===== src/rtl/exec_operand_stage_pkg.sv =====
// Shared pipeline types for the operand stage: operand/op classes, buffer entry and buffer state.
// Entry fields are DataWidth bits wide; the stage's XLEN parameter is expected to match.
package PipelineTypes;

   localparam int unsigned DataWidth = 32;

   typedef enum logic [1:0] {
      OP_TYPE_REG,
      OP_TYPE_IMM,
      OP_TYPE_PC,
      OP_TYPE_ZERO
   } OperandType;

   typedef enum logic [2:0] {
      TYPE_R,
      TYPE_I,
      TYPE_S,
      TYPE_B,
      TYPE_U,
      TYPE_J,
      TYPE_JALR
   } OpType;

   typedef enum logic [1:0] {
      StEmpty,
      StOne,
      StFull
   } BufferState;

   typedef struct packed {
      logic [DataWidth-1:0] aluOp1;
      logic [DataWidth-1:0] aluOp2;
      logic [DataWidth-1:0] npcOp1;
      logic [DataWidth-1:0] npcOp2;
   } OperandStageEntry;

endpackage


===== src/rtl/exec_operand_stage_operand_bypass_mux.sv =====
// Priority forwarding mux for one source register; channel 0 wins. Forwarding is only
// built when OPERAND_BYPASS_EN is defined, otherwise the register-file value passes through.
module operand_bypass_mux #(
   parameter int unsigned NUM_BYPASS = 2,
   parameter int unsigned XLEN       = 32
) (
   input  logic [4:0]                       rsAddr,
   input  logic [XLEN-1:0]                  rsData,
   input  logic [NUM_BYPASS-1:0]            bypassValid,
   input  logic [NUM_BYPASS-1:0][4:0]       bypassAddr,
   input  logic [NUM_BYPASS-1:0][XLEN-1:0]  bypassData,
   output logic [XLEN-1:0]                  effData
);

`ifdef OPERAND_BYPASS_EN
   // Walk from the oldest channel to the youngest so the lowest index overrides.
   always_comb begin
      effData = rsData;
      for (int i = int'(NUM_BYPASS) - 1; i >= 0; i--) begin
         if (rsAddr != 5'd0 && bypassValid[i] && bypassAddr[i] == rsAddr) begin
            effData = bypassData[i];
         end
      end
   end
`else
   logic unused_bypass;
   assign unused_bypass = ^{rsAddr, bypassValid, bypassAddr, bypassData};
   assign effData       = rsData;
`endif

endmodule


===== src/rtl/exec_operand_stage.sv =====
// Registered operand-preparation stage with forwarding and a two-entry skid buffer.
// Forwarding is enabled by defining OPERAND_BYPASS_EN.
module exec_operand_stage
   import PipelineTypes::*;
#(
   parameter int unsigned XLEN       = DataWidth,
   parameter int unsigned NUM_BYPASS = 2
) (
   input  logic                             clk,
   input  logic                             rstN,
   input  logic                             flush,
   input  logic                             inValid,
   output logic                             inReady,
   input  logic [XLEN-1:0]                  pc,
   input  logic [XLEN-1:0]                  imm,
   input  logic [XLEN-1:0]                  rs1Data,
   input  logic [XLEN-1:0]                  rs2Data,
   input  logic [4:0]                       rs1Addr,
   input  logic [4:0]                       rs2Addr,
   input  OperandType                       aluOp1Type,
   input  OperandType                       aluOp2Type,
   input  OpType                            opType,
   input  logic [NUM_BYPASS-1:0]            bypassValid,
   input  logic [NUM_BYPASS-1:0][4:0]       bypassAddr,
   input  logic [NUM_BYPASS-1:0][XLEN-1:0]  bypassData,
   output logic                             outValid,
   input  logic                             outReady,
   output logic [XLEN-1:0]                  aluOp1,
   output logic [XLEN-1:0]                  aluOp2,
   output logic [XLEN-1:0]                  npcOp1,
   output logic [XLEN-1:0]                  npcOp2
);

   logic [XLEN-1:0]  rs1_eff, rs2_eff;
   OperandStageEntry new_entry;
   OperandStageEntry head_q, head_d, tail_q, tail_d;
   BufferState       state_q, state_d;
   logic             in_ready_q;
   logic             accept, drain;

   operand_bypass_mux #(.NUM_BYPASS(NUM_BYPASS), .XLEN(XLEN)) u_rs1_mux (
      .rsAddr      (rs1Addr),
      .rsData      (rs1Data),
      .bypassValid (bypassValid),
      .bypassAddr  (bypassAddr),
      .bypassData  (bypassData),
      .effData     (rs1_eff)
   );

   operand_bypass_mux #(.NUM_BYPASS(NUM_BYPASS), .XLEN(XLEN)) u_rs2_mux (
      .rsAddr      (rs2Addr),
      .rsData      (rs2Data),
      .bypassValid (bypassValid),
      .bypassAddr  (bypassAddr),
      .bypassData  (bypassData),
      .effData     (rs2_eff)
   );

   function automatic logic [XLEN-1:0] sel_operand(input OperandType t, input logic [XLEN-1:0] rs,
                                                   input logic [XLEN-1:0] pcv,
                                                   input logic [XLEN-1:0] immv);
      unique case (t)
         OP_TYPE_REG: sel_operand = rs;
         OP_TYPE_IMM: sel_operand = immv;
         OP_TYPE_PC:  sel_operand = pcv;
         default:     sel_operand = '0;
      endcase
   endfunction

   always_comb begin
      new_entry        = '0;
      new_entry.aluOp1 = sel_operand(aluOp1Type, rs1_eff, pc, imm);
      new_entry.aluOp2 = sel_operand(aluOp2Type, rs2_eff, pc, imm);
      case (opType)
         TYPE_B, TYPE_J: begin
            new_entry.npcOp1 = pc;
            new_entry.npcOp2 = imm;
         end
         TYPE_JALR: begin
            new_entry.npcOp1 = rs1_eff;
            new_entry.npcOp2 = imm;
         end
         default: begin
            new_entry.npcOp1 = pc;
            new_entry.npcOp2 = XLEN'(32'd4);
         end
      endcase
   end

   assign accept = inValid & in_ready_q & ~flush;
   assign drain  = outValid & outReady;

   // head_q is always the oldest entry; tail_q only holds data in StFull.
   always_comb begin
      state_d = state_q;
      head_d  = head_q;
      tail_d  = tail_q;
      if (flush) begin
         state_d = StEmpty;
      end else begin
         unique case (state_q)
            StEmpty: begin
               if (accept) begin
                  head_d  = new_entry;
                  state_d = StOne;
               end
            end
            StOne: begin
               if (accept && drain) begin
                  head_d = new_entry;
               end else if (accept) begin
                  tail_d  = new_entry;
                  state_d = StFull;
               end else if (drain) begin
                  state_d = StEmpty;
               end
            end
            StFull: begin
               if (drain) begin
                  head_d  = tail_q;
                  state_d = StOne;
               end
            end
            default: state_d = StEmpty;
         endcase
      end
   end

   always_ff @(posedge clk or negedge rstN) begin
      if (!rstN) begin
         state_q    <= StEmpty;
         head_q     <= '0;
         tail_q     <= '0;
         in_ready_q <= 1'b1;
      end else begin
         state_q    <= state_d;
         head_q     <= head_d;
         tail_q     <= tail_d;
         in_ready_q <= (state_d != StFull);
      end
   end

   assign inReady  = in_ready_q;
   assign outValid = (state_q != StEmpty);
   assign aluOp1   = head_q.aluOp1;
   assign aluOp2   = head_q.aluOp2;
   assign npcOp1   = head_q.npcOp1;
   assign npcOp2   = head_q.npcOp2;

endmodule


===== config.mk =====
export PLATFORM = sky130hd
export DESIGN_NAME = exec_operand_stage
export DESIGN_NICKNAME = d
export VERILOG_FILES = /design/src/rtl/exec_operand_stage_pkg.sv /design/src/rtl/exec_operand_stage_operand_bypass_mux.sv /design/src/rtl/exec_operand_stage.sv
export SDC_FILE = /design/constraint.sdc
export NUM_CORES = 1
export LEC_CHECK = 0
export CAP_MARGIN = 40
export CORE_ASPECT_RATIO = 0.6
export CORE_MARGIN = 2
export CORE_UTILIZATION = 40
export CTS_BUF_LIST = sky130_fd_sc_hd__clkbuf_8
export DETAILED_ROUTE_END_ITERATION = 10
export PLACE_DENSITY = 0.77
export SYNTH_ARGS = -nofsm -noshare
export SYNTH_HDL_FRONTEND = slang
export SYNTH_SLANG_ARGS = --single-unit
export TNS_END_PERCENT = 5

===== constraint.sdc =====
create_clock -name clk -period 5.98 [get_ports clk]
set_input_delay 1.196 -clock clk [delete_from_list [all_inputs] [get_ports clk]]
set_output_delay 1.196 -clock clk [all_outputs]
set_load 0.01 [all_outputs]

* Word-level counts from Yosys, hierarchy flattened
Index checks and enable logic that the tools add are counted.
Word-level totals: register bits after elaboration 259, input bits 226, output and inout bits 130, logic and storage cells 51
Operators by class: equality and inequality tests 13, multiplexer cells 14, bitwise operators 5, reduce and logical (&&, ||, !) cells 9
Operator list (number):
- $mux 128 | 3
- $pmux 128 s3 | 1
- $pmux 32 s3 | 2
- $pmux 64 s2 | 1
- $mux 2 | 6
- $ne 2x2->1 const B | 4
- $eq 2x1->1 const B | 3
- $eq 2x2->1 const B | 3
- $eq 3x3->1 const B | 2
- $logic_not 2->1 | 3
- $pmux 2 s3 | 1
- $reduce_and 5->1 | 1
- $reduce_and 4->1 | 1
- $and 1x1->1 | 3
- $eq 3x2->1 const B | 1
- $reduce_bool 3->1 | 1
- $not 1->1 | 2
- $reduce_bool 2->1 | 1
- $reduce_or 2->1 | 1
- $logic_and 1x1->1 | 1

* Logic depth before layout (Yosys ltp)
Gate-level depths: netlist of run 1.
depth after elaboration 8, depth in mapped cells 7, depth with buffers taken out 4

* Hierarchy
Synthesis of run 1 repeated with hierarchy kept, for this count alone.
Unflattened totals: cells, all modules 1181, area, all modules 14116.0 um^2
Modules (own cells, without submodules):
- exec_operand_stage | times used 1, cells each 1117, area each 13635.6 um^2, sequential area each 6482.5 um^2
- operand_bypass_mux | times used 2, cells each 32, area each 240.2 um^2, sequential area each 0.0 um^2

* Worst setup path before layout of run 1
No wires, ideal clock.
kind in2reg, start point in outReady, end point reg head_q (netlist bit aluOp1[0]), library setup time 0.125 ns, arrival 2.515 ns, data required time 5.855 ns, setup slack 3.340 ns, cell stages on the path 6, buffers on the path 2, path through nand2b_2 -> or3b_1 -> a21oi_2 -> buf_12 -> buf_12 -> mux2_4
On the way: longest elaborated chain between the ends 4, elaborated cells on any way between the ends 5, classes of those cells eq/ne: 2; bitwise: 1; reduce/logical: 2
Ends and longest elaborated chain:
- from (decl) | line exec_operand_stage.sv:27 | input logic outReady,
- $and 1x1->1 * | line exec_operand_stage.sv:91 | assign drain = outValid & outReady;
- $logic_and 1x1->1 | line exec_operand_stage.sv:109 | if (accept && drain) begin
- $ne 2x2->1 (no line)
- $reduce_and 5->1 (no line) *
- to (signal assigned) | line exec_operand_stage.sv:132 | head_q <= '0;
- to (signal assigned) | line exec_operand_stage.sv:137 | head_q <= head_d;
- to (decl) | line exec_operand_stage.sv:36 | OperandStageEntry head_q, head_d, tail_q, tail_d;
Mark *: on every way between the ends. The rest lies on a longest branch, timed or not. A chain may end at the register's enable or synchronous reset.

* Worst setup path in the final report of run 1
start point in outReady, end point reg head_q (netlist bit aluOp2[2])
Same word-level chain as after synthesis.

==> flow_summary.toml, run 1 <==
[sta]
grt_setup_unrepaired = "false"
post-route-min-period_ns = 3.269
max_freq_ghz = 0.3059
slew_viol_final = 0
finalSetupViolations = 0
tightest_slew_ns = 1.032
fin_worst_skew_ns = 0.02092
fin_crit_sh_pct = 54.67
finalHoldViolCount = 0
relSlewSlack_pct = 31.18
setup_tns_ns = 0

[grt]
grt_max_degree = 139
track_usage_pct = 21.99
gr-total-overflow = 0
grt_pass1_wl_mm = 61.47
grt_pass1_vias = 10648
antenna_found_initial = 0

[critical_path]
cp-end-kind = "flip-flop"
path_cells = "clkdlybuf4s50_1 > nand2b_2 > or3b_1 > a21oi_4 > buf_12 > mux2_2"
critPathTopFamily = "buffers and inverters"
crit_end = "aluOp2[2]"
reg2reg_depth = 5
critPathBufInv = 2
cp.required_ns = 6.39
cp-startpoint = "outReady"
r2r_slack_ns = 3.36
arrival_ns = 3.68
worst-path-stages = 6
path_class = "in2reg"
start_kind = "input port"
r2r-end = "aluOp2[2]"
cp_max_fo = 128
rr_startpoint = "inReady"
slowest_stage = "buf_12"
max_stage_delay_ns = 0.71

[clocking]
hold_buffers = 0
path_clk_slew_ns = 0.06
worst_skew_pair.late_latency_ns = 0.56
clk_path_buf_depth = 3
cts.sinks = 259
cts_made_buffers = 43
root_buffer = "clkbuf_8"
cts_htree_levels = 2
post-cts-setup-buffer-count = 0
post_cts_resized = 0
cts_tree = "built"

[detailed_routing]
initialDrtViolationCount = 699
routed_via_density = 5.506
antenna_left = 0
wl_per_cell_um = 21.72
drtPass1Iterations = 7
vias = 10115
drc_errors = 0
routed_wl_mm = 39.90

[synthesis]
syn_area_um2 = 13640
synth_top_area_share_pct = 47.32
syn_avg_cell_area_um2 = 12.21
syn_inst = 1117
synth_seq_area_share_pct = 47.51
ys_top_cells_by_area = "dfrtp_1 (47%), mux2_2 (13%), mux2_4 (11%)"
synthDistinctLibCells = 34
syn_nets = 1343
yosys.area.top_type = "dfrtp_1"
ys_ff_latch = 259
yosys_warnings = 0

[pwr]
p_leak_nw = 7.768
power_density_nw_per_um2 = 307.8
ir_worst_vdd_uv = 171.2

[flow_run]
maxCapViolations = 0

[place]
routabilityCongestion = 0.8079
hpwl_mm = 25.52
port_buffers = 269
place_area_um2 = 16570

[finish]
postLayoutCellArea_um2 = 17390
fillCellCount = 2896
final_layout_size_suffix_gt1_share_pct = 25.54
areaGrowthSynthToFinish_pct = 27.44
fin_nets = 1579
n_antenna_cell = 0

[status]
status = "complete, no violations"

[floorplanning]
row_count = 52
start_util_pct = 40.56
die_x_um = 242.4
coreArea_um2 = 33640
fp.dieH_um = 147.1
fp.dieArea_um2 = 35650
boundaryPins = 356

[min_path]
hold_path_class = "reg2reg"
[synth_stat cells (all sizes together)]
cell type  number
inv             2
nor2b           4
o21ai          66
or3b            1
nand2b          3
buf            57
mux2          255
xnor2           1
clkbuf         39
and4b           1
nor2            3
nand2         130
or2             1
dfrtp         258
dfstp           1
nand3b          1
xor2            1
a21oi           2
and3b           2
mux2i          97
nand3          96
o22ai           1
o2bb2ai        64
a22o           31
[sequential cells by signal (all words and copies together) (netlist names)]
| name | count |
|---|---|
| tail_q | 128 |
| aluOp2 | 32 |
| inReady | 1 |
| npcOp1 | 32 |
| state_q | 2 |
| aluOp1 | 32 |
| npcOp2 | 32 |
[layout make-up]
| class | count | area, um2 | share of cell area [%] |
|---|---|---|---|
| Clock buffer | 53 | 729.5 | 4.195 |
| Inverter | 2 | 7.507 | 0.04318 |
| Multi-Input combinational cell | 760 | 6568 | 37.77 |
| Timing Repair Buffer | 287 | 2943 | 16.93 |
| Tap cell | 459 | 574.3 | 3.303 |
| Clock inverter | 17 | 82.58 | 0.4750 |
| Sequential cell | 259 | 6482 | 37.28 |
[cells by family (layout without fill, tap and decap cells)]
group	after synthesis	in the layout	share of synthesized area [%]
AND/OR/NAND/NOR	242	242	7.887
XOR/XNOR	2	2	0.1284
AO/OA/AOI/OAI	164	164	8.712
multiplexers	352	352	30.92
buffers and inverters	98	359	4.842
flip-flops	259	259	47.51
[cells in the final DEF, fill, tap and decap left out, types with 2 or more instances in the layout]
master           netlist  final
buf_2                 32      4
inv_1                  2     11
buf_16                 0      4
o21ai_0               66     66
mux2i_1               97     97
buf_12                11      4
clkinvlp_4             0      2
dfrtp_1              258    258
mux2_4               100    100
o2bb2ai_1             63     63
clkinv_2               0      5
mux2_2               155    155
nand3_1               96     96
buf_4                  1     10
a22o_1                31     31
clkbuf_8               1     53
nor2b_4                0      3
nand2_1              130    129
clkdlybuf4s50_1        0    264
nor2_1                 3      2
a21oi_4                0      2
[worst min-delay path by stage]
| stage | startpoint | to | depth (start not counted) |
|---|---|---|---|
| after floorplan | tail_q[32] | tail_q[32] | 2 |
| after global placement | tail_q[43] | tail_q[43] | 2 |
| after detailed placement | tail_q[54] | tail_q[54] | 2 |
| after CTS | tail_q[40] | tail_q[40] | 2 |
| after global routing | tail_q[61] | tail_q[61] | 2 |
| final | tail_q[59] | tail_q[59] | 2 |
[report_power, final]
| part | switching (W) | internal (W) | leakage (nW) |
|---|---|---|---|
| clock network | 0.000728 | 0.000796 | 0.453 |
| registers | 0.000236 | 0.00216 | 3.30 |
| logic | 0.000567 | 0.000868 | 4.01 |
| total | 0.00153 | 0.00382 | 7.77 |
[tightest hold or removal path: cells and delay by family (launching register included)]
family,cells,cell delay (ns)
AO/OA/AOI/OAI,1,0.06
flip-flops,1,0.34
AND/OR/NAND/NOR,1,0.04
[through the flow]
step                worst slack (ns)  cells  hold WS [ns]  total power, W  util, %
floorplan                      3.340   1117        0.4497        0.003126        -
global placement               2.204   1762        0.4612        0.003795    48.89
detailed placement             2.182   1767        0.4711        0.003851    49.27
CTS                            2.793   1837        0.4843        0.005403    51.69
global route                   2.661   1837        0.4988        0.005611    51.69
finish                         2.711   1837        0.4802        0.005352    51.69
[routing by layer]
| metal | share of wire [%] | track usage, % |
|---|---|---|
| met5 | 0 | 0 |
| met4 | 2.2 | 6.728 |
| met1 | 46 | 30.97 |
| met2 | 46 | 34.08 |
| met3 | 6.3 | 4.695 |
No activity file was read; power rests on OpenSTA's default activity.
==> run 2, diff against run 1 <==
==> constraint.sdc (replaced) <==
create_clock -name clk -period 3.3 [get_ports clk]
set_input_delay 0.66 -clock clk [delete_from_list [all_inputs] [get_ports clk]]
set_output_delay 0.66 -clock clk [all_outputs]
set_load 0.01 [all_outputs]
==> flow_summary.toml, run 2 (synthesis gave the netlist of run 1 again) <==
[status]
status = "complete, no violations"

[detailed_routing]
drc_errors = 0
initialDrtViolationCount = 695
routed_via_density = 5.499
drtPass1Iterations = 4
routed_wl_mm = 40.68
wl_per_cell_um = 21.93
vias = 10201
antenna_left = 0

[critical_path]
slowest_stage = "clkdlybuf4s50_1"
arrival_ns = 1.90
cp-startpoint = "state_q[0]"
reg2reg_depth = 6
rr_startpoint = "inReady"
path_class = "reg2out"
max_stage_delay_ns = 0.57
path_cells = "or2_2 > clkdlybuf4s50_1"
start_kind = "flip-flop"
cp.required_ns = 2.64
cp-end-kind = "output pin"
cp_max_fo = 5

[grt]
gr-total-overflow = 0
grt_pass1_wl_mm = 63.00
grt_max_degree = 88
antenna_found_initial = 2
track_usage_pct = 22.65
grt_pass1_vias = 10587

[finish]
max_flop_register = "tail_q"
areaGrowthSynthToFinish_pct = 28.70
final_cells = 1855
fin_nets = 1595
final_layout_size_suffix_gt1_share_pct = 25.81
largest_reg_flops = 128
mostFrequentLayoutCells = "clkdlybuf4s50_1 (264), dfrtp_1 (258), mux2_2 (155), nand2_1 (129), mux2_4 (100)"
layout_commonest_cell = "clkdlybuf4s50_1"

[sta]
post-route-min-period_ns = 2.556
finalSetupViolations = 0
fin_worst_skew_ns = 0.009360
relSlewSlack_pct = 41.09
finalHoldViolCount = 0
slew_viol_final = 0
tightest_slew_ns = 0.8836
fin_crit_sh_pct = 77.47
setup_tns_ns = 0
hold-worst-slack_ns = 0.1431
max_freq_ghz = 0.3912
grt_setup_unrepaired = "false"

[clocking]
hold_buffers = 0
cts_made_buffers = 42
worst_skew_pair.late_latency_ns = 0.55
cts_tree = "built"
path_clk_slew_ns = 0.06
post_cts_resized = 0
post-cts-setup-buffer-count = 0
root_buffer = "clkbuf_8"
clk_path_buf_depth = 3
cts_htree_levels = 2
cts.sinks = 259

[place]
port_buffers = 269
dp.cells = 1784
hpwl_mm = 26.78
routabilityCongestion = 0.7985

[floorplanning]
row_count = 52
start_util_pct = 40.56
fp.dieH_um = 147.1
fp.dieArea_um2 = 35650
die_x_um = 242.4
boundaryPins = 356
coreArea_um2 = 33640

[pwr]
p_leak_nw = 7.887
fin_total_pwr_w = 0.009583
ir_worst_vdd_uv = 308.2
power_density_nw_per_um2 = 545.8

[min_path]
hold_path_class = "in2async"

[flow_run]
maxCapViolations = 0
run 2: cell count changes in the layout (fill, tap and decap cells not counted):
cell | before | now
buf_4 | 10 | 17
clkbuf_8 | 53 | 48
inv_6 | 1 | 0
buf_12 | 4 | 17
diode_2 | 0 | 1
buf_16 | 4 | 1
clkinv_2 | 5 | 3
clkinvlp_4 | 2 | 1
inv_1 | 11 | 20
run 2: report_power, final:
part	switching (W)	total [W]	internal, W	leakage (nW)
Combinational	0.00104	0.00263	0.00159	4.13
Sequential	0.000430	0.00434	0.00391	3.30
Clock	0.00129	0.00261	0.00131	0.453
run 2: layout make-up:
cell class | instances | area [um2]
flip-flops and latches | 259 | 6482
clock inverters | 22 | 90.09
inverters | 2 | 7.507
repair buffers | 304 | 3173
diodes | 1 | 2.502
fillers | 2900 | 16080
clock buffers | 48 | 660.6
well taps | 459 | 574.3
multi-input cells | 760 | 6568
run 2: critical path, delay by kind of cell, from the launching register on:
kind          cells  cell delay [ns]
simple gates      1             0.32
buf+inv           1             0.57
flops             1             0.45
run 2: final timing paths:
path	end	slack, ns
worst max-delay path	outValid	0.74
worst min-delay path	tail_q[88]	0.14
worst max register to register	aluOp2[5]	1.06
worst min register to register	tail_q[46]	0.48
max in group asynchronous	npcOp2[17]	2.37
min in group clk	tail_q[46]	0.48
run 2: per-layer routing:
metal	vias to the layer above	global-route usage, %	part of all wire [%]
li1	4555	-	-
met1	5193	31.96	45
met2	383	34.79	46
met3	68	4.896	6.8
met4	2	7.377	2.5
met5	-	0	0.032
run 2: stage by stage:
stage,setup slack (ns),util (%),cell area [um2]
floorplan,1.196,-,13640
global placement,0.4019,49.88,16780
detailed placement,0.3859,49.96,16800
CTS,0.6786,52.19,17560
global route,0.6632,52.20,17560
finish,0.7435,52.20,17560
==> run 3, diff against run 2 <==
==> constraint.sdc (replaced) <==
create_clock -name clk -period 2.4 [get_ports clk]
set_input_delay 0.48 -clock clk [delete_from_list [all_inputs] [get_ports clk]]
set_output_delay 0.48 -clock clk [all_outputs]
set_load 0.01 [all_outputs]
==> flow_summary.toml, run 3 (synthesis gave the netlist of run 1 again) <==
[clocking]
clk_path_buf_depth = 3
cts_made_buffers = 42
worst_skew_pair.late_latency_ns = 0.56
root_buffer = "clkbuf_8"
post-cts-setup-buffer-count = 0
cts_htree_levels = 2
cts.sinks = 259
path_clk_slew_ns = 0.07
cts_tree = "built"

[sta]
grt_setup_unrepaired = "false"
max_freq_ghz = 0.4681
finalHoldViolCount = 0
tightest_slew_ns = 0.9140
post-route-min-period_ns = 2.136
relSlewSlack_pct = 39.07
fin_crit_sh_pct = 89.01
finalSetupViolations = 0
hold-worst-slack_ns = 0.4832
fin_worst_skew_ns = 0.02320
slew_viol_final = 0
layout_setup_ws_ns = 0.2638

[place]
port_buffers = 269
hpwl_mm = 27.51
place_area_um2 = 17100
routabilityCongestion = 0.8215
pre_cts_ws_ns = -0.1882

[floorplanning]
boundaryPins = 356
die_x_um = 242.4
row_count = 52
coreArea_um2 = 33640
start_util_pct = 40.56
fp.dieH_um = 147.1
fp.dieArea_um2 = 35650

[detailed_routing]
routed_wl_mm = 41.13
routed.top_layer = "met4"
met1_length_mm = 18.49
initialDrtViolationCount = 905
wl_met2_mm = 19.02
wl_met3_mm = 2.735
antenna_left = 0
wl_per_cell_um = 21.85
vias = 10368
drtPass1Iterations = 7
routed_via_density = 5.509
drc_errors = 0

[critical_path]
arrival_ns = 1.66
cp.required_ns = 1.92
r2r_slack_ns = 0.32
rr_startpoint = "inReady"
max_stage_delay_ns = 0.45
path_cells = "or2_2 > dlygate4sd2_1"
cp-end-kind = "output pin"
cp_max_fo = 5
start_kind = "flip-flop"
r2r-end = "aluOp2[8]"
path_class = "reg2out"
reg2reg_depth = 6
slowest_stage = "dfrtp_1"

[finish]
fin_util_pct = 53.45
final_layout_size_suffix_gt1_share_pct = 27.73
mostFrequentLayoutCells = "clkdlybuf4s50_1 (263), dfrtp_1 (258), mux2_2 (155), nand2_1 (129), mux2_4 (100)"
areaGrowthSynthToFinish_pct = 31.79
fin_nets = 1621
fillCellCount = 2873
postLayoutCellArea_um2 = 17980
layout_commonest_cell = "clkdlybuf4s50_1"
largest_reg_flops = 128
ff_latch_area_um2 = 6482
multi_input_area_um2 = 6568
max_flop_register = "tail_q"

[flow_run]
maxCapViolations = 0

[pwr]
p_leak_nw = 8.085
ir_worst_vdd_uv = 537.4
power_density_nw_per_um2 = 761.4
fin_total_pwr_w = 0.01369

[grt]
gr-total-overflow = 0
grt_max_degree = 65
grt_pass1_vias = 10925
grt_pass1_wl_mm = 64.37
track_usage_pct = 23.08
antenna_found_initial = 2

[status]
status = "complete, no violations"

[min_path]
hold_path_class = "in2async"
run 3: report_power, final:
part	switching, W	leakage [nW]	internal, W
Combinational	0.00145	4.30	0.00224
Clock	0.00181	0.480	0.00221
Sequential	0.000610	3.30	0.00538
run 3: layout make-up:
type | count | area share, %
Clock buffer | 57 | 4.363
Clock inverter | 13 | 0.4523
Tap cell | 459 | 3.194
Multi-Input combinational cell | 760 | 36.53
Inverter | 2 | 0.04175
Sequential cell | 259 | 36.05
Timing Repair Buffer | 330 | 19.34
Antenna cell | 2 | 0.02784
run 3: worst max-delay path, delay by kind of cell, from the launching register on:
kind	cells	cell delay (ns)
flip-flops	1	0.45
buffers and inverters	1	0.34
AND/OR/NAND/NOR	1	0.32
run 3: stage by stage:
stage / instances / setup TNS, ns
5_1_grt: 1882 / 0
3_5_place_dp: 1809 / -18.36
4_1_cts: 1880 / 0
6_report: 1882 / 0
3_3_place_gp: 1807 / -14.80
2_1_floorplan: 1117 / 0
run 3: repair_timing:
item,4_1_cts,5_1_grt
hold buffers,1,0
resized for setup,1,0
endpoints found under the hold margin,53,0
endpoints found under the setup margin,1,0
run 3: worst max-delay path by stage:
stage	startpoint	cells past startpoint	slack (ns)	to
after floorplan	inReady	6	0.44	aluOp1[0]
after global placement	outReady	7	-0.15	aluOp2[8]
after detailed placement	outReady	7	-0.19	npcOp2[22]
after CTS	state_q[0]	2	0.20	outValid
after global routing	state_q[0]	2	0.19	outValid
final	state_q[0]	2	0.26	outValid
run 3: per-layer routing:
| metal | vias up | track usage (%) |
|---|---|---|
| met5 | - | 0 |
| met4 | 0 | 6.019 |
| met3 | 69 | 4.713 |
| met2 | 397 | 36.69 |
| met1 | 5306 | 32.29 |
| li1 | 4596 | - |
